[src/rtl/ram_wb_pkg.sv]
// Shared definitions for the Wishbone burst master: cycle-type codes, burst type and FSM encoding.
// Latency: n/a (definitions only).
// Backpressure: n/a.
package ram_wb_pkg;

  // Wishbone B3 cycle type identifiers
  localparam logic [2:0] CTI_CLASSIC = 3'b000;
  localparam logic [2:0] CTI_INCR    = 3'b010;
  localparam logic [2:0] CTI_EOB     = 3'b111;

  // Burst type extension: only linear bursts are issued
  localparam logic [1:0] BTE_LINEAR  = 2'b00;

  // Master FSM state encoding
  localparam logic [1:0] IDLE = 2'd0;
  localparam logic [1:0] RD   = 2'd1;
  localparam logic [1:0] WR   = 2'd2;
  localparam logic [1:0] DONE = 2'd3;

  typedef enum logic [1:0] {
    S_IDLE = IDLE,
    S_RD   = RD,
    S_WR   = WR,
    S_DONE = DONE
  } state_t;

endpackage

[src/rtl/ram_wb_burst_master_if.sv]
// Wishbone B3 bus bundle between the burst master and a word-wide SRAM-style slave.
// Latency: n/a (wires only).
// Backpressure: slave stalls the master by withholding ack_i.
// Ports (master view): adr_o word address, dat_o/dat_i write/read data, we_o, sel_o, cyc_o, stb_o,
//   cti_o cycle type, bte_o burst type, ack_i acknowledge.
interface ram_wb_burst_master_if #(
  parameter int ADR_WIDTH = 13
);
  logic [ADR_WIDTH-3:0] adr_o;
  logic [31:0]          dat_o;
  logic [31:0]          dat_i;
  logic                 we_o;
  logic [3:0]           sel_o;
  logic                 cyc_o;
  logic                 stb_o;
  logic [2:0]           cti_o;
  logic [1:0]           bte_o;
  logic                 ack_i;

  modport master (
    output adr_o, dat_o, we_o, sel_o, cyc_o, stb_o, cti_o, bte_o,
    input  dat_i, ack_i
  );

  modport slave (
    input  adr_o, dat_o, we_o, sel_o, cyc_o, stb_o, cti_o, bte_o,
    output dat_i, ack_i
  );
endinterface

[src/rtl/ram_wb_watchdog.sv]
// Stall watchdog: counts enabled cycles and pulses tc on the TIMEOUT-th consecutive one.
// Latency: tc is combinational in the cycle the count would reach TIMEOUT.
// Backpressure: none; clr wins over en and restarts the count.
// Ports: clk_i, rst_n_i (async, active-low), en count enable, clr synchronous clear, tc terminal count.
module ram_wb_watchdog #(
  parameter int TO_WIDTH = 8,
  parameter int TIMEOUT  = 255
) (
  input  logic clk_i,
  input  logic rst_n_i,
  input  logic en,
  input  logic clr,
  output logic tc
);
  logic [TO_WIDTH-1:0] cnt;

  // cnt holds the number of stalled cycles already seen, so the current one is cnt+1
  assign tc = en & (cnt == TO_WIDTH'(TIMEOUT - 1));

  always_ff @(posedge clk_i or negedge rst_n_i) begin
    if (!rst_n_i) begin
      cnt <= '0;
    end else if (clr || tc) begin
      cnt <= '0;
    end else if (en) begin
      cnt <= cnt + TO_WIDTH'(1);
    end
  end
endmodule

[src/rtl/ram_wb_burst_master.sv]
// Wishbone B3 burst initiator: one local command becomes a classic or incrementing burst cycle.
// Latency: cyc_o rises the cycle after command capture; done_o pulses the cycle after the last ack.
// Backpressure: slave via ack_i (watchdog-bounded); write source via wdata_ready_o; read stream has none.
// Ports: clk_i/rst_n_i; cmd_* command handshake (cmd_ready_o high only in IDLE); wdata_* write
//   stream; rdata_o/rdata_valid_o read stream; done_o/err_o completion; wb Wishbone master bundle.
module ram_wb_burst_master
  import ram_wb_pkg::*;
#(
  parameter int ADR_WIDTH = 13,
  parameter int LEN_WIDTH = 4,
  parameter int TIMEOUT   = 255,
  parameter int TO_WIDTH  = 8
) (
  input  logic                 clk_i,
  input  logic                 rst_n_i,
  input  logic                 cmd_valid_i,
  output logic                 cmd_ready_o,
  input  logic                 cmd_we_i,
  input  logic [ADR_WIDTH-3:0] cmd_adr_i,
  input  logic [LEN_WIDTH-1:0] cmd_len_i,
  input  logic [3:0]           cmd_sel_i,
  input  logic [31:0]          wdata_i,
  input  logic                 wdata_valid_i,
  output logic                 wdata_ready_o,
  output logic [31:0]          rdata_o,
  output logic                 rdata_valid_o,
  output logic                 done_o,
  output logic                 err_o,
  ram_wb_burst_master_if.master wb
);
  localparam int AW = ADR_WIDTH - 2;

  state_t               state;
  logic [LEN_WIDTH-1:0] beats;       // beats remaining after the current one
  logic [LEN_WIDTH:0]   loads_left;  // write beats not yet pulled from the source
  logic                 beat_ack;
  logic                 last_beat;
  logic                 wdata_load;
  logic                 wd_en;
  logic                 wd_clr;
  logic                 wd_tc;

  assign beat_ack    = wb.stb_o & wb.ack_i;  // ack with stb low is ignored
  assign last_beat   = beat_ack & (beats == '0);
  assign cmd_ready_o = (state == S_IDLE);
  assign wb.bte_o    = BTE_LINEAR;

  // Combinational on ack_i so a new beat can be loaded in the same edge the old one is acked,
  // keeping stb_o high across back-to-back write beats.
  assign wdata_ready_o = (state == S_WR) & (loads_left != '0) & (~wb.stb_o | wb.ack_i);
  assign wdata_load    = wdata_valid_i & wdata_ready_o;

  assign wd_en  = wb.stb_o & ~wb.ack_i;
  assign wd_clr = ~wb.stb_o | wb.ack_i;

  ram_wb_watchdog #(
    .TO_WIDTH (TO_WIDTH),
    .TIMEOUT  (TIMEOUT)
  ) u_watchdog (
    .clk_i   (clk_i),
    .rst_n_i (rst_n_i),
    .en      (wd_en),
    .clr     (wd_clr),
    .tc      (wd_tc)
  );

  always_ff @(posedge clk_i or negedge rst_n_i) begin
    if (!rst_n_i) begin
      state         <= S_IDLE;
      beats         <= '0;
      loads_left    <= '0;
      wb.adr_o      <= '0;
      wb.dat_o      <= '0;
      wb.we_o       <= 1'b0;
      wb.sel_o      <= '0;
      wb.cyc_o      <= 1'b0;
      wb.stb_o      <= 1'b0;
      wb.cti_o      <= CTI_CLASSIC;
      rdata_o       <= '0;
      rdata_valid_o <= 1'b0;
      done_o        <= 1'b0;
      err_o         <= 1'b0;
    end else begin
      rdata_valid_o <= 1'b0;
      done_o        <= 1'b0;
      err_o         <= 1'b0;

      case (state)
        S_IDLE: begin
          if (cmd_valid_i) begin
            wb.adr_o   <= cmd_adr_i;
            wb.sel_o   <= cmd_sel_i;
            wb.we_o    <= cmd_we_i;
            wb.cyc_o   <= 1'b1;
            // reads strobe immediately; writes wait for the first data beat
            wb.stb_o   <= ~cmd_we_i;
            wb.cti_o   <= (cmd_len_i == '0) ? CTI_CLASSIC : CTI_INCR;
            beats      <= cmd_len_i;
            loads_left <= {1'b0, cmd_len_i} + (LEN_WIDTH + 1)'(1);
            state      <= cmd_we_i ? S_WR : S_RD;
          end
        end

        S_RD, S_WR: begin
          if (wd_tc) begin
            // slave never answered: abandon the remaining beats
            wb.cyc_o <= 1'b0;
            wb.stb_o <= 1'b0;
            wb.we_o  <= 1'b0;
            done_o   <= 1'b1;
            err_o    <= 1'b1;
            state    <= S_DONE;
          end else begin
            if (beat_ack) begin
              wb.adr_o <= wb.adr_o + AW'(1);
              if (state == S_RD) begin
                rdata_o       <= wb.dat_i;
                rdata_valid_o <= 1'b1;
              end
              // one beat left after this ack: the next beat is the last of an incrementing burst
              if (beats == LEN_WIDTH'(1)) begin
                wb.cti_o <= CTI_EOB;
              end
              if (beats != '0) begin
                beats <= beats - LEN_WIDTH'(1);
              end
            end

            if (last_beat) begin
              wb.cyc_o <= 1'b0;
              wb.stb_o <= 1'b0;
              wb.we_o  <= 1'b0;
              done_o   <= 1'b1;
              state    <= S_DONE;
            end else if (wdata_load) begin
              wb.dat_o   <= wdata_i;
              wb.stb_o   <= 1'b1;
              loads_left <= loads_left - (LEN_WIDTH + 1)'(1);
            end else if (beat_ack && (state == S_WR)) begin
              // no data ready: insert a master wait state, cyc_o and cti_o held
              wb.stb_o <= 1'b0;
            end
          end
        end

        S_DONE: begin
          state <= S_IDLE;
        end

        default: begin
          state <= S_IDLE;
        end
      endcase
    end
  end
endmodule

[src/flat_wrapper.sv]
// flat-port wrapper written by rule: the top's interface ports become plain ports
module ram_wb_burst_master_flat import ram_wb_pkg::*;
#(
  parameter int ADR_WIDTH = 13,
  parameter int LEN_WIDTH = 4,
  parameter int TIMEOUT   = 255,
  parameter int TO_WIDTH  = 8
)
  (clk_i, rst_n_i, cmd_valid_i, cmd_ready_o, cmd_we_i, cmd_adr_i, cmd_len_i, cmd_sel_i, wdata_i, wdata_valid_i, wdata_ready_o, rdata_o, rdata_valid_o, done_o, err_o, wb_adr_o, wb_dat_o, wb_we_o, wb_sel_o, wb_cyc_o, wb_stb_o, wb_cti_o, wb_bte_o, wb_dat_i, wb_ack_i);
  ram_wb_burst_master_if #(.ADR_WIDTH(ADR_WIDTH)) wb_i ();
  input  logic clk_i;
  input  logic rst_n_i;
  input  logic cmd_valid_i;
  output logic cmd_ready_o;
  input  logic cmd_we_i;
  input  logic [ADR_WIDTH-3:0] cmd_adr_i;
  input  logic [LEN_WIDTH-1:0] cmd_len_i;
  input  logic [3:0] cmd_sel_i;
  input  logic [31:0] wdata_i;
  input  logic wdata_valid_i;
  output logic wdata_ready_o;
  output logic [31:0] rdata_o;
  output logic rdata_valid_o;
  output logic done_o;
  output logic err_o;
  output wire logic [$bits(wb_i.adr_o)-1:0] wb_adr_o;
  output wire logic [$bits(wb_i.dat_o)-1:0] wb_dat_o;
  output wire logic [$bits(wb_i.we_o)-1:0] wb_we_o;
  output wire logic [$bits(wb_i.sel_o)-1:0] wb_sel_o;
  output wire logic [$bits(wb_i.cyc_o)-1:0] wb_cyc_o;
  output wire logic [$bits(wb_i.stb_o)-1:0] wb_stb_o;
  output wire logic [$bits(wb_i.cti_o)-1:0] wb_cti_o;
  output wire logic [$bits(wb_i.bte_o)-1:0] wb_bte_o;
  input wire logic [$bits(wb_i.dat_i)-1:0] wb_dat_i;
  input wire logic [$bits(wb_i.ack_i)-1:0] wb_ack_i;
  assign wb_adr_o = wb_i.adr_o;
  assign wb_dat_o = wb_i.dat_o;
  assign wb_we_o = wb_i.we_o;
  assign wb_sel_o = wb_i.sel_o;
  assign wb_cyc_o = wb_i.cyc_o;
  assign wb_stb_o = wb_i.stb_o;
  assign wb_cti_o = wb_i.cti_o;
  assign wb_bte_o = wb_i.bte_o;
  assign wb_i.dat_i = wb_dat_i;
  assign wb_i.ack_i = wb_ack_i;
  ram_wb_burst_master #(.ADR_WIDTH(ADR_WIDTH), .LEN_WIDTH(LEN_WIDTH), .TIMEOUT(TIMEOUT), .TO_WIDTH(TO_WIDTH)) u_core (.clk_i(clk_i), .rst_n_i(rst_n_i), .cmd_valid_i(cmd_valid_i), .cmd_ready_o(cmd_ready_o), .cmd_we_i(cmd_we_i), .cmd_adr_i(cmd_adr_i), .cmd_len_i(cmd_len_i), .cmd_sel_i(cmd_sel_i), .wdata_i(wdata_i), .wdata_valid_i(wdata_valid_i), .wdata_ready_o(wdata_ready_o), .rdata_o(rdata_o), .rdata_valid_o(rdata_valid_o), .done_o(done_o), .err_o(err_o), .wb(wb_i));
endmodule
[config.mk]
export PLATFORM = sky130hd
export DESIGN_NAME = ram_wb_burst_master_flat
export DESIGN_NICKNAME = d
export VERILOG_FILES = /design/src/rtl/ram_wb_pkg.sv /design/src/rtl/ram_wb_burst_master_if.sv /design/src/rtl/ram_wb_watchdog.sv /design/src/rtl/ram_wb_burst_master.sv /design/src/flat_wrapper.sv
export SDC_FILE = /design/constraint.sdc
export NUM_CORES = 1
export LEC_CHECK = 0
export ABC_CLOCK_PERIOD_IN_PS = 2400
export BUFFER_PORTS_ARGS = -buffer_cell sky130_fd_sc_hd__buf_4
export CAP_MARGIN = 15
export CELL_PAD_IN_SITES_DETAIL_PLACEMENT = 1
export CELL_PAD_IN_SITES_GLOBAL_PLACEMENT = 1
export CORE_MARGIN = 10
export CORE_UTILIZATION = 37
export DETAILED_ROUTE_END_ITERATION = 7
export GPL_TIMING_DRIVEN = 0
export PLACE_DENSITY_LB_ADDON = 0.25
export SYNTH_ARGS = -nofsm -noshare
export SYNTH_HDL_FRONTEND = slang
export SYNTH_SLANG_ARGS = --single-unit
[constraint.sdc]
create_clock -name clk_i -period 2.4 [get_ports clk_i]
set_input_delay 0.24 -clock clk_i [delete_from_list [all_inputs] [get_ports clk_i]]
set_output_delay 0.24 -clock clk_i [all_outputs]
set_load 0.005 [all_outputs]
# Word-level counts from Yosys, hierarchy flattened
# Cells that the tools add are included.
# word_totals
regBits	107
latch_bits	0
ram_bits	0
rom_bits	0
input_bits	89
out_inout_bits	92
wordCells	115
mem_count	0
# op_classes
n_addsub	5
n_mul	0
div_mod_pow	0
magnitude_cmp	0
eq_ne	14
shift	0
mux	48
n_bitwise	13
reduce_logical	20
# op_table
cell	count
two-way mux 11 bit	3
case mux 11 bit (2 select lines)	1
two-way mux 5 bit	4
two-way mux 1 bit	18
two-way mux 4 bit	4
two-way mux 8 bit	2
AND reduction 5 bit	3
two-way mux 3 bit	4
AND reduction 4 bit	3
adder 11 x 1 -> 11 bit, second input constant	1
two-way mux 2 bit	5
case mux 5 bit (2 select lines)	1
adder 8 x 1 -> 8 bit, second input constant	1
equality test 8 bit, second input constant	1
zero test 4 bit	2
inequality test 2 x 1 -> 1 bit, second input constant	4
case mux 4 bit (2 select lines)	1
AND 1 bit	7
inequality test 2 bit, second input constant	3
case mux 1 bit (2 select lines)	3
case mux 2 bit (3 select lines)	1
case mux 3 bit (2 select lines)	1
AND reduction 3 bit	2
adder 4 x 1 -> 5 bit, second input constant	1
other kinds (17)	24

# Logic depth before layout (Yosys ltp)
# Gate-level depths: netlist (run 1).
# depth
word_depth	8
ltp_mapped	9
ltp_nobuf	7

# Modules after synthesis
# A second synthesis (run 1) with hierarchy kept.
# unflattened
cells_unflattened	431
hier_area_um2	5232.5
# modules_own_cells
mod	instances	cells_per_inst	area_per_inst_um2	seq_area_each_um2
ram_wb_burst_master	1	388	4794.6	2452.4
ram_wb_watchdog	1	43	437.9	200.2

# Least setup slack after synthesis (run 1)
# OpenSTA, ideal clock, no wires.
# synth_timing
kind	register to register
startpoint	reg u_core.loads_left[0]
endpoint	reg u_core.wb.dat_o[10]
setup_ns	0.125
t_arrival_ns	2.021
t_required_ns	2.275
setup_slack_ns	0.253
path_stages_with_launch	10
n_path_buf	2
period_less_slack_ns	2.147
path_cell_list	dfrtp_1 -> inv_1 -> ha_1 -> or4b_1 -> and3_4 -> buf_6 -> and2_4 -> nand2_8 -> buf_12 -> mux2_4
# synth_between
elab_chain_cells	5
# synth_rtl
item	line_no	source
start: declaration	ram_wb_burst_master.sv:35	logic [LEN_WIDTH:0] loads_left;
start signal: assignment	ram_wb_burst_master.sv:99	loads_left <= {1'b0, cmd_len_i} + (LEN_WIDTH + 1)'(1);
start signal: assignment	ram_wb_burst_master.sv:138	loads_left <= loads_left - (LEN_WIDTH + 1)'(1);
nonzero test 5 bit	ram_wb_burst_master.sv:50	assign wdata_ready_o = (state == S_WR) & (loads_left != '0) & (~wb.stb_o | wb.ack_i);
AND 1 bit (2 in a row)	ram_wb_burst_master.sv:50	
AND 1 bit	ram_wb_burst_master.sv:51	assign wdata_load = wdata_valid_i & wdata_ready_o;
AND reduction 4 bit (no source line)	n/a	
end signal: assignment	ram_wb_burst_master.sv:136	wb.dat_o <= wdata_i;
end: declaration	ram_wb_burst_master_if.sv:21	output adr_o, dat_o, we_o, sel_o, cyc_o, stb_o, cti_o, bte_o,
# No other way between the ends.
# A chain may end at the register's enable or synchronous reset.

# Worst setup path in the final report (run 1)
# layout_timing
startpoint	reg u_core.loads_left[0]
endpoint	reg u_core.wb.dat_o[7]
# Same word-level chain as after synthesis.

==> results, run 1 <==
- The number of buffers created by CTS is 9.
- STA puts the critical path data arrival time at 2.53 ns.
- roughly 180 I/O pins were placed.
- The die covers ~18000 um^2.
- The number of warnings issued by yosys is 0.
- From synthesis to final layout, the design area changed by 39.15%.
- The total negative slack for setup checks is 0 ns.
- The routed design has between 15000 and 20000 um of wire.
- The final count of pins violating max slew is 0.
- The post-route netlist has 38.94% of its cells at a drive strength greater than 1.
- The number of placed instances, taps included, is around 800.
- The area inside the core boundary is 13190 um^2.
- The utilization of the core after routing is 52.36%.
- The total clock sinks is 106.
- The number of filler instances in the final layout is 1480.
- The worst setup path is of the register to register kind.
- In this run, synthesis produced a sequential element count of approximately 110.
- The actual slew at the worst max-slew pin is 0.6146 ns.
- After synthesis, the cell types taking the most area are sky130_fd_sc_hd__dfrtp_1 53%, sky130_fd_sc_hd__nand2_1 9.2%, sky130_fd_sc_hd__mux2_4 9.1%, sky130_fd_sc_hd__ha_1 3.5%, sky130_fd_sc_hd__a22oi_1 2.1%.
- The number of core rows is 42.
- Power spread over the standard cell area amounts to approximately 1300 nW/um^2.
- The worst-case headroom to the max-slew limit is approximately 60%.
- The master cell of the clock root buffer is sky130_fd_sc_hd__clkbuf_16.
- The H-tree was split into 3 levels.
- The chip height is 135.8 um.
- The worst hold path class is input port to register.
- The run finished with clean final reports.
- The sequential fraction of the synthesis area is between 50% and 60%.
- The final critical path takes up 95.46% of the cycle.
- The number of antenna cells inserted is 0.
- Summed over all nets, the half-perimeter wirelength after detailed placement is 12340 um.
- The number of hold-slack violations in the final timing report is 0.
- The initial cell density of the core is 37.63%.
- In this run the worst path has a maximum fanout of 10.
- The clock tree from TritonCTS is yes.
- The vias per cell is 5.029.
- The fraction of registers with async set/reset is 100.0%.
- Summed over all cells, the static leakage comes to approximately 3.6 nW.
- The finished layout holds ~840 standard cells, fillers aside.
- The via count of the first global-routing pass is roughly 4500.
- The worst setup path is captured at a register.
- The total global routing track utilization is 17.26%.
- The first routing iteration left about 210 violations.
- Entering global routing, the biggest net connects 71 pins.
- The first global-routing pass estimated between 20000 and 30000 um of wire.
- The mapped netlist covers 4964 um^2.
- The per-instance average area after synthesis is around 11 um^2.
- The first TritonRoute pass finished after 4 iterations.
- The final count of negative-setup-slack endpoints is 0.
- The antenna violation net count after detailed routing is 0.
- The tool flagged a number of max-cap violations equal to 0.
- The detailed router placed 4204 vias in this run.
- The worst-case IR drop observed on VDD is 0.0006016 V.
- The post-route minimum period is 2.291 ns.
- At the later pin of the worst-skew pair, clock insertion delay measures roughly 0.36 ns.
- In this run, synthesis inferred 0 flip-flops with an integrated enable.
- The post-route clock skew is between 0.01 and 0.015 ns.
- The post-synthesis cell type with the largest combined area is sky130_fd_sc_hd__dfrtp_1.
- The die width is 135.8 um.
- The detail-routed net length per standard cell is 19.13 um.
- The final weighted congestion of routability-driven global placement is 0.8114.
- The number of standard cells after synthesis is 463.
- The clock passes through at most 2 buffers.
- Of the post-synthesis cell area, the dominant cell type holds 53.44%.
- At the worst endpoint, the required time is 2.64 ns.
- Clock-pin slew was measured on the worst setup and hold paths at 0.07 ns.
- The dominant register cell in the synthesized netlist is sky130_fd_sc_hd__dfrtp_1.
- The number of distinct library cells after synthesis is 53.
- Setup repair after global routing left no endpoint under its margin.
- The kind of start point of the critical path is a register.
- The initial antenna violation count is 0.
- The post-layout net count is 758.
- For this run the aggregate overflow at the end of global routing stands at 0.
- The final routed DRC violation total is 0.
- Static timing analysis puts the maximum clock frequency at between 400 and 500 MHz.
- The overall power is 9.119 mW.
- Buffers placed on the I/O ports in this run total about 180.
critical path, cell delays in order (launching register included):
cell and delay, ns:
sky130_fd_sc_hd__dfrtp_1 0.41, sky130_fd_sc_hd__inv_1 0.10, sky130_fd_sc_hd__ha_1 0.14, sky130_fd_sc_hd__or4b_4 0.46, sky130_fd_sc_hd__and3_4 0.19, sky130_fd_sc_hd__buf_6 0.12
sky130_fd_sc_hd__and2_4 0.17, sky130_fd_sc_hd__nand2_8 0.11, sky130_fd_sc_hd__buf_12 0.15, sky130_fd_sc_hd__mux2_4 0.31
path summary, 6_finish.rpt:
path / start / end / slack [ns] / cells past startpoint
min in group asynchronous: rst_n_i / u_core.rdata_valid_o / 0.42 / 2
setup reg to reg: u_core.loads_left[0] / u_core.wb.dat_o[7] / 0.11 / 9
hold reg to reg: u_core.rdata_o[7] / u_core.rdata_o[7] / 0.48 / 2
max in group asynchronous: rst_n_i / u_core.done_o / 1.26 / 3
setup / recovery: u_core.loads_left[0] / u_core.wb.dat_o[7] / 0.11 / 9
hold / removal: wb_dat_i[18] / u_core.rdata_o[18] / 0.07 / 3
cells in the final DEF (no fill, tap or decap), drive strengths merged, types with 2 or more instances in the layout:
cell / instances
a21oi: 12
nor2: 28
and3: 2
o21ai: 17
xor2: 6
nor3b: 2
o22ai: 3
conb: 2
nand3: 8
inv: 15
and2: 2
clkinv: 4
a221oi: 4
nor2b: 2
nor4: 3
nand2: 122
or2: 3
nand4: 5
a22o: 2
mux2i: 6
dfrtp: 106
a31oi: 2
ha: 14
nor3: 8
buf: 190
xnor2: 2
mux2: 36
clkbuf: 22
a22oi: 14
metal layers:
layer | global-route usage [%] | part of all wire, % | wire length (um)
met4 | 4.306 | 0.77 | 123
met3 | 5.092 | 6.0 | 965
met1 | 20.86 | 43 | 6910
met5 | 0 | 0 | 0
met2 | 29.40 | 50 | 7994
state kept, by name (all words and copies together), names as in the netlist, 2 cells and up:
register and flops:
u_core.beats 4, u_core.loads_left 5, u_core.rdata_o 32, u_core.state 2, u_core.u_watchdog.cnt 8, u_core.wb.adr_o 11
u_core.wb.cti_o 2, u_core.wb.dat_o 32, u_core.wb.sel_o 4
metrics by stage:
stage / instance area, um^2 / setup slack (ns) / hold slack [ns]
2_1_floorplan: 4967 / 0.2534 / -0.05559
3_3_place_gp: 6524 / -0.1527 / 0.4306
3_5_place_dp: 6551 / -0.2247 / 0.2586
4_1_cts: 6888 / 0.07822 / 0.05817
5_1_grt: 6907 / 0.009496 / 0.07328
6_report: 6907 / 0.1089 / 0.07218
where the power goes:
part	leakage, nW	switching, mW	internal (mW)
logic	2.11	2.12	2.24
registers	1.31	0.608	2.57
clock network	0.151	0.722	0.852
total	3.57	3.45	5.67
what timing repair did:
action                     CTS  global route
buffers inserted             0             1
hold buffers                 1             0
hold endpoints to repair    36             0
gates resized for setup      3             8
setup endpoints to repair   13            49
cell type report:
cell class | count | area (um^2) | share of cell area, %
Buffer | 22 | 163.9 | 2.373
Clock buffer | 10 | 239.0 | 3.460
Clock inverter | 6 | 75.07 | 1.087
Inverter | 15 | 56.30 | 0.8152
Multi-Input combinational cell | 320 | 2118 | 30.67
Sequential cell | 106 | 2653 | 38.41
Tap cell | 176 | 220.2 | 3.188
Timing Repair Buffer | 181 | 1381 | 20.00
cells in the mapped netlist (all sizes together) (2+ instances only):
cell type and number:
clkbuf 11, xor2 6, nor2b 2, or2 3
a22o 2, and2 2, mux2 36, dfrtp 106
o21ai 17, nand3 8, xnor2 2, nor4 3
nor3b 2, nor3 8, nor2 28, a22oi 14
mux2i 6, a31oi 2, a21oi 12, nand4 5
a221oi 4, buf 12, and3 2, ha 14
inv 14, o22ai 3, nand2 122
kinds of logic after synthesis:
family | synth area share (%)
adders and majority gates | 3.529
muxes | 11.65
and+or+nand+nor | 16.74
xor gates and xnor gates | 1.412
DFF | 53.44
AOI/OAI and AO/OA | 8.747
other | 0.07555
buffers and inverters | 4.411
Note: power is estimated with default switching activity, not from simulation.
==> run 2: changes to the inputs <==
- CORE_UTILIZATION: 37 -> 23
==> run 2 against run 1 <==
  * Power rose by 0.50%
  * Cell count rose by 12%
  * Critical path depth did not move
  * Largest power group unchanged
  * Clock power rose by 4%
  * Highest routed layer unchanged
  * Sequential power barely moved
==> results, run 2 (synthesized netlist as in run 1, its figures left out) <==
- Outcome: complete, no violations (unchanged).
- The minimum hold slack is 0.07757 ns (was 0.07218 ns).
- The post-layout net count is 759 (was 758).
- The maximum fanout along the worst path was 10 (unchanged).
- The setup slack after layout was 0.09613 ns (was 0.1089 ns).
- The worst path required time is 2.63 ns (was 2.64 ns).
- The worst-case headroom to the max-slew limit is 49.82% (was 59.03%).
- The detail-routed net length per standard cell came to 17.54 um (was 19.13 um).
- The initial antenna violation count is 0 (unchanged).
- The count of pins on the block boundary is 181 (unchanged).
- The clock transition at the register clock pins on the worst setup and hold paths after CTS is 0.08 ns (was 0.07 ns).
- The area inside the core boundary is 21150 um^2 (was 13190 um^2).
- The total area of multi-input combinational cells came to 2115 um^2 (was 2118 um^2).
- The vias per cell is 4.343 (was 5.029).
- The antenna violation net count after detailed routing came to 0 (unchanged).
- The number of antenna cells inserted is 0 (unchanged).
- The placed wire-length estimate is 12740 um (was 12340 um).
- The master cell of the clock root buffer is sky130_fd_sc_hd__clkbuf_16 (unchanged).
- The via count of the first global-routing pass is 4538 (was 4527).
- The post-route clock skew is 0.007528 ns (was 0.01235 ns).
- The start point of the worst hold path is wb_dat_i[13] (was wb_dat_i[18]).
- The final count of negative-setup-slack endpoints was 0 (unchanged).
- The post-synthesis to final-layout area growth is 41.97% (was 39.15%).
- The total grt overflow is 0 (unchanged).
- The highest ir drop seen on vdd came to 0.0003069 V (was 0.0006016 V).
- The share of post-route cells with drive strength above 1 is 39.03% (was 38.94%).
- The overall power is 9.165 mW (was 9.119 mW).
- The final weighted congestion of routability-driven global placement is 0.8207 (was 0.8114).
- The wire length of the first global-routing pass is 26420 um (was 25360 um).
- The most frequent standard cell in the layout excluding fill and tap cells is sky130_fd_sc_hd__buf_4 (unchanged).
- The post-route minimum period is 2.304 ns (was 2.291 ns).
- The launch point of the worst path is u_core.loads_left[0] (unchanged).
- The clock tree from TritonCTS was yes (unchanged).
- The total global routing track utilization is 11.65% (was 17.26%).
- The final count of pins violating max slew is 0 (unchanged).
- The top routing layer in use is met4 (unchanged).
- Top library cells by usage in the layout, fill and taps aside: 183 x sky130_fd_sc_hd__buf_4, 121 x sky130_fd_sc_hd__nand2_1, 106 x sky130_fd_sc_hd__dfrtp_1, 30 x sky130_fd_sc_hd__mux2_4, 27 x sky130_fd_sc_hd__nor2_1 (was 182 x sky130_fd_sc_hd__buf_4, 121 x sky130_fd_sc_hd__nand2_1, 106 x sky130_fd_sc_hd__dfrtp_1, 30 x sky130_fd_sc_hd__mux2_4, 27 x sky130_fd_sc_hd__nor2_1).
- The total negative slack for setup checks came to 0 ns (unchanged).
- The post-detailed-placement cell area came to 6675 um^2 (was 6551 um^2).
- The length of the first detailed-routing pass in iterations came to 4 (unchanged).
- The actual slew at the worst max-slew pin is 0.7527 ns (was 0.6146 ns).
- The launch instance of the worst register-to-register path is u_core.loads_left[0] (unchanged).
- The wire length on met3 was 819 um (was 965 um).
- The register area is 2653 um^2 (unchanged).
- The pin count of the biggest net entering global routing is 56 (was 71).
- The data arrival time at the worst-slack endpoint is 2.53 ns (about the same).
- The peak clock frequency supported by timing is 434.1 MHz (was 436.5 MHz).
- The final routed DRC violation total is 0 (unchanged).
- The largest buffer count on any clock path is 2 (unchanged).
- The total clock sinks is 106 (unchanged).
- The endpoint class of the critical path was a register (unchanged).
- Largest regs: u_core.rdata_o (32), u_core.wb.dat_o (32), u_core.wb.adr_o (11) (unchanged).
- The worst hold path stage count came to 3 (unchanged).
- The die width is 166.9 um (was 135.8 um).
- The met1 routed wirelength after detailed routing came to 7240 um (was 6910 um).
- The leakage component of the power is 3.572 nW (was 3.566 nW).
- The length in cells of the worst reg-to-reg path is 9 (unchanged).
- The amount of wire on met2 after detailed routing is 8182 um (was 7994 um).
- The share of the clock period used by the worst path after layout is 95.99% (was 95.46%).
- The pre-CTS setup slack is -0.2207 ns (was -0.2247 ns).
- The number of design-rule violations left by the first detailed-router iteration was 209 (was 213).
- The number of filler instances in the final layout is 2417 (was 1480).
- The number of core rows was 53 (was 42).
- The area of the die is 27860 um^2 (was 18450 um^2).
- The kind of start point of the critical path is a register (unchanged).
- The sum of routed wire length over all layers is 16410 um (was 15990 um).
- The final cell count without fillers came to 936 (was 836).
- Setup repair after global routing missed its margin: no (unchanged).
- The number of buffers created by CTS is 9 (unchanged).
- The type of the worst setup path is register to register (unchanged).
- The number of hold-slack violations in the final timing report is 0 (unchanged).
- The chip height was 166.9 um (was 135.8 um).
- The number of I/O port buffers is 178 (unchanged).
- The utilization of the core after routing came to 33.31% (was 52.36%).
- The cell count after placement came to 918 (was 819).
- The count of vias placed by the detailed router came to 4065 (was 4204).
- The deepest level of the CTS H-tree is 3 (unchanged).
- The areal power density over the cells is 1301 nW/um^2 (was 1320 nW/um^2).
- The clock insertion delay at the later pin of the skew report is 0.35 ns (was 0.36 ns).
- The initial cell density of the core is 23.46% (was 37.63%).
- The reported max-cap violation count came to 0 (unchanged).
- The area of all placed cells without fillers is 7047 um^2 (was 6907 um^2).
- The worst hold path class was input port to register (unchanged).
[run 2: critical path: stages, from the launching register on]
cell	delay (ns)
sky130_fd_sc_hd__dfrtp_1	0.41
sky130_fd_sc_hd__inv_1	0.09
sky130_fd_sc_hd__ha_1	0.13
sky130_fd_sc_hd__or4b_1	0.47
sky130_fd_sc_hd__and3_4	0.21
sky130_fd_sc_hd__buf_6	0.12
sky130_fd_sc_hd__and2_4	0.17
sky130_fd_sc_hd__nand2_8	0.12
sky130_fd_sc_hd__buf_12	0.16
sky130_fd_sc_hd__mux2_4	0.30
[run 2: worst paths after layout]
check                                      end  slack (ns)
max                        u_core.wb.dat_o[13]         0.1
max reg2reg                u_core.wb.dat_o[13]         0.1
min                         u_core.rdata_o[13]        0.08
max in group asynchronous    u_core.rdata_o[1]        1.19
min in group asynchronous  u_core.wb.dat_o[25]        0.48
min reg2reg                  u_core.rdata_o[4]        0.48
[run 2: what timing repair did]
action / 4_1_cts / 5_1_grt
setup endpoints to repair: 13 / 42
hold buffers: 1 / 0
gates resized for setup: 3 / 9
hold endpoints to repair: 51 / 0
setup buffers: 0 / 2
[run 2: area by class of cell]
type / instances / share of cell area (%)
flip-flops and latches: 106 / 37.64
multi-input cells: 320 / 30.01
repair buffers: 182 / 19.71
well taps: 275 / 4.883
clock buffers: 10 / 3.249
plain buffers: 22 / 2.379
clock inverters: 6 / 1.332
inverters: 15 / 0.7990
[run 2: power breakdown]
part / switching, mW / internal (mW)
Combinational: 2.10 / 2.25
Clock: 0.716 / 0.928
Sequential: 0.603 / 2.58
[run 2: routing by layer]
layer,track usage [%],up-vias
met2,19.53,92
met3,3.060,11
li1,-,1959
met4,3.322,0
met1,14.35,2003
met5,0,-
==> run 3: changes to the inputs <==
- SYNTH_HIERARCHICAL: not set -> 1
==> run 3 against run 2 <==
  * Global-route usage rose by 0.21 points
  * Clock power fell by 9%
  * Largest power group unchanged
  * Register-to-register slack barely moved
  * Non-clock buffer count rose by 11
  * Critical path type unchanged
  * Via count rose by 4.3%
==> results, run 3 <==
- The share of total power consumed by net switching is 37.86% (was 37.25%).
- The library cell with the highest instance count after synthesis is sky130_fd_sc_hd__dfrtp_1 (was sky130_fd_sc_hd__nand2_1).
- The data arrival time at the worst-slack endpoint is 2.54 ns (was 2.53 ns).
- The power spent charging and discharging nets is 3.793 mW (was 3.414 mW).
- The clock tree from TritonCTS was yes (unchanged).
- The number of antenna cells inserted is 0 (unchanged).
- The number of I/O port buffers is 178 (unchanged).
- The highest cell delay on the worst timing path was 0.42 ns (was 0.47 ns).
- The die width is 170.8 um (was 166.9 um).
- The areal power density over the cells is 1341 nW/um^2 (was 1301 nW/um^2).
- The number of enable flip-flop cells after synthesis came to 0 (unchanged).
- The highest ir drop seen on vdd came to 0.0005555 V (was 0.0003069 V).
- The share of post-route cells with drive strength above 1 came to 49.45% (was 39.03%).
- The number of hold-slack violations in the final timing report is 0 (unchanged).
- The actual slew at the worst max-slew pin was 0.6134 ns (was 0.7527 ns).
- The number of core rows is 55 (was 53).
- The clock group share of total power is 14.9% (was 17.9%).
- The type of the worst setup path was register to register (unchanged).
- The fraction of synthesized cell area taken by the top area cell type is 50.69% (was 53.44%).
- The post-route clock skew is 0.01426 ns (was 0.007528 ns).
- The dominant register cell in the synthesized netlist was sky130_fd_sc_hd__dfrtp_1 (unchanged).
- The clock insertion delay at the later pin of the skew report came to 0.35 ns (about the same).
- Top cells by area, synth: sky130_fd_sc_hd__dfrtp_1 51%, sky130_fd_sc_hd__mux2_4 8.6%, sky130_fd_sc_hd__mux2_2 8.4%, sky130_fd_sc_hd__ha_1 3.1%, sky130_fd_sc_hd__a21oi_1 1.7% (was sky130_fd_sc_hd__dfrtp_1 53%, sky130_fd_sc_hd__nand2_1 9.2%, sky130_fd_sc_hd__mux2_4 9.1%, sky130_fd_sc_hd__ha_1 3.5%, sky130_fd_sc_hd__a22oi_1 2.1%).
- The cell type of the slowest stage on the worst timing path is sky130_fd_sc_hd__dfrtp_2 (was sky130_fd_sc_hd__or4b_1).
- Top cells by count, synth: 106 x sky130_fd_sc_hd__dfrtp_1, 39 x sky130_fd_sc_hd__mux2_2, 30 x sky130_fd_sc_hd__mux2_4, 19 x sky130_fd_sc_hd__nor2_1 (was 121 x sky130_fd_sc_hd__nand2_1, 106 x sky130_fd_sc_hd__dfrtp_1, 30 x sky130_fd_sc_hd__mux2_4, 28 x sky130_fd_sc_hd__nor2_1, 17 x sky130_fd_sc_hd__o21ai_0).
- The post-synthesis cell type with the largest combined area is sky130_fd_sc_hd__dfrtp_1 (unchanged).
- Largest regs: u_core/rdata_o (32), u_core/wb.dat_o (32), u_core/wb.adr_o (11) (was u_core.rdata_o (32), u_core.wb.dat_o (32), u_core.wb.adr_o (11)).
- The post-layout net count was 738 (was 759).
- The number of buffers created by CTS is 9 (unchanged).
- The post-synthesis register bit count was 106 (unchanged).
- The wire length of the first global-routing pass is 27120 um (was 26420 um).
- The total clock sinks came to 106 (unchanged).
- Outcome: complete, no violations (unchanged).
- The area inside the core boundary came to 22500 um^2 (was 21150 um^2).
- The kind of start point of the critical path is a register (unchanged).
- Worst-path cell chain: or2b_4 > inv_4 > nand4_1 > nor2_4 > nor2b_2 > o21ai_4 > or3_4 > buf_6 > buf_12 > mux2_4 (was inv_1 > ha_1 > or4b_1 > and3_4 > buf_6 > and2_4 > nand2_8 > buf_12 > mux2_4).
- The count of vias placed by the detailed router was 4241 (was 4065).
- The final count of pins violating max slew is 0 (unchanged).
- The internal power contribution is 6.225 mW (was 5.751 mW).
- Setup repair after global routing missed its margin: no (unchanged).
- The reported max-cap violation count came to 0 (unchanged).
- The worst-case headroom to the max-slew limit is 58.30% (was 49.82%).
- The post-route minimum period is 2.315 ns (was 2.304 ns).
- The initial cell density of the core came to 23.25% (was 23.46%).
- The count of pins on the block boundary is 181 (unchanged).
- The largest buffer count on any clock path is 2 (unchanged).
- The final weighted congestion of routability-driven global placement came to 0.8026 (was 0.8207).
- The pin count of the biggest net entering global routing was 61 (was 56).
- The length of the first detailed-routing pass in iterations came to 4 (unchanged).
- The total negative slack for setup checks is 0 ns (unchanged).
- The area of the die is 29180 um^2 (was 27860 um^2).
- The number of design-rule violations left by the first detailed-router iteration is 204 (was 209).
- The worst path required time is 2.63 ns (about the same).
- The peak clock frequency supported by timing came to 432.1 MHz (was 434.1 MHz).
- The total global routing track utilization is 11.86% (was 11.65%).
- The combinational cell fraction of total power is 52.8% (was 47.4%).
- The setup slack after layout is 0.08549 ns (was 0.09613 ns).
- The synthesized area is 5233 um^2 (was 4964 um^2).
- The post-synthesis to final-layout area growth came to 42.80% (was 41.97%).
- The clock transition at the register clock pins on the worst setup and hold paths after CTS is 0.08 ns (about the same).
- The placed wire-length estimate is 13630 um (was 12740 um).
- The area of all placed cells without fillers was 7472 um^2 (was 7047 um^2).
- The endpoint class of the critical path was a register (unchanged).
- The master cell of the clock root buffer is sky130_fd_sc_hd__clkbuf_16 (unchanged).
- The antenna violation net count after detailed routing is 0 (unchanged).
- The share of the clock period used by the worst path after layout is 96.44% (was 95.99%).
- The post-detailed-placement cell area is 7015 um^2 (was 6675 um^2).
- The chip height is 170.8 um (was 166.9 um).
- The vias per cell came to 4.580 (was 4.343).
- The combined buffer and inverter count along the critical path is 3 (unchanged).
- The number of warnings issued by yosys was 6 (was 0).
- The final count of negative-setup-slack endpoints is 0 (unchanged).
- The sequential fraction of the synthesis area is 50.69% (was 53.44%).
- The total grt overflow is 0 (unchanged).
- The initial antenna violation count is 0 (unchanged).
- The number of distinct library cells after synthesis is 64 (was 53).
- The deepest level of the CTS H-tree was 3 (unchanged).
- The gate family responsible for the most delay along the worst path was simple AND/OR/NAND/NOR gates (unchanged).
- The maximum fanout along the worst path is 10 (unchanged).
- The portion of total power attributed to sequential cells is 32.2% (was 34.7%).
- The final routed DRC violation total is 0 (unchanged).
- The detail-routed net length per standard cell is 19.35 um (was 17.54 um).
- The sum of routed wire length over all layers is 17920 um (was 16410 um).
- The number of standard cells after synthesis is 431 (was 463).
- The worst hold path class is input port to register (unchanged).
- Top library cells by usage in the layout, fill and taps aside: 195 x sky130_fd_sc_hd__buf_4, 102 x sky130_fd_sc_hd__dfrtp_1, 39 x sky130_fd_sc_hd__mux2_2, 30 x sky130_fd_sc_hd__mux2_4, 18 x sky130_fd_sc_hd__o21ai_0 (was 183 x sky130_fd_sc_hd__buf_4, 121 x sky130_fd_sc_hd__nand2_1, 106 x sky130_fd_sc_hd__dfrtp_1, 30 x sky130_fd_sc_hd__mux2_4, 27 x sky130_fd_sc_hd__nor2_1).
- The utilization of the core after routing is 33.21% (was 33.31%).
- The per-instance average area after synthesis was 12.14 um^2 (was 10.72 um^2).
- The pre-CTS setup slack is -0.3789 ns (was -0.2207 ns).
- The leakage component of the power came to 3.535 nW (was 3.572 nW).
- The fraction of registers with async set/reset came to 100.0% (unchanged).
- The via count of the first global-routing pass is 4574 (was 4538).
- The most frequent standard cell in the layout excluding fill and tap cells is sky130_fd_sc_hd__buf_4 (unchanged).
## run 3: layout make-up
type / instances / area (um^2)
inverters: 18 / 70.07
clock buffers: 11 / 252.7
clock inverters: 5 / 42.54
repair buffers: 194 / 1479
flip-flops and latches: 106 / 2658
well taps: 285 / 356.6
multi-input cells: 286 / 2409
fillers: 2510 / 15030
plain buffers: 21 / 205.2
## run 3: logic make-up after synthesis
kind of cell	Yosys count	share of synthesized area (%)
AOI/OAI and AO/OA	81	10.31
adders and majority gates	13	3.109
and+or+nand+nor	108	11.93
xor gates and xnor gates	6	1.004
other	1	0.07167
buffers and inverters	40	4.543
DFF	106	50.69
muxes	76	18.34
## run 3: path summary, 6_finish.rpt
path                                     from              endpoint  slack [ns]  cells after the start
max in group asynchronous             rst_n_i       u_core/beats[0]        1.20                      3
hold reg to reg            u_core/wb.cti_o[1]    u_core/wb.cti_o[1]        0.50                      1
setup / recovery              u_core/wb.stb_o    u_core/wb.dat_o[9]        0.09                     10
hold / removal                   cmd_len_i[0]  u_core/loads_left[0]        0.11                      2
setup reg to reg              u_core/wb.stb_o    u_core/wb.dat_o[9]        0.09                     10
min in group asynchronous             rst_n_i    u_core/rdata_o[26]        0.45                      2
## run 3: through the flow
| step | hold WS [ns] | total power [mW] | std cells |
|---|---|---|---|
| after floorplan | -0.05559 | 5.965 | 432 |
| after global placement | 0.4730 | 8.183 | 895 |
| after detailed placement | 0.3011 | 8.358 | 896 |
| after CTS | 0.09218 | 10.09 | 920 |
| after global routing | 0.09234 | 10.78 | 926 |
| final | 0.1105 | 10.02 | 926 |
## run 3: repair_timing
item | 4_1_cts | 5_1_grt
buffers inserted | 7 | 7
pin swaps | 2 | 3
hold buffers | 1 | 0
hold endpoints to repair | 46 | 0
gates resized for setup | 10 | 9
setup endpoints to repair | 86 | 73
## run 3: power by group through the flow
stage                     clock [mW]  sequential, mW  combinational (mW)
after floorplan                    0            3.22                2.75
after global placement             0            3.22                4.96
after detailed placement           0            3.29                5.07
after CTS                       1.56            3.24                5.28
after global routing            1.63            3.37                5.78
final                           1.50            3.23                5.29
## run 3: routing by layer
metal | vias to the layer above | wire length, um | GRT usage (%)
li1 | 1976 | - | -
met1 | 2099 | 7770 | 14.56
met2 | 143 | 8489 | 19.33
met3 | 23 | 1435 | 4.171
met4 | 0 | 222 | 3.138
met5 | - | 0 | 0
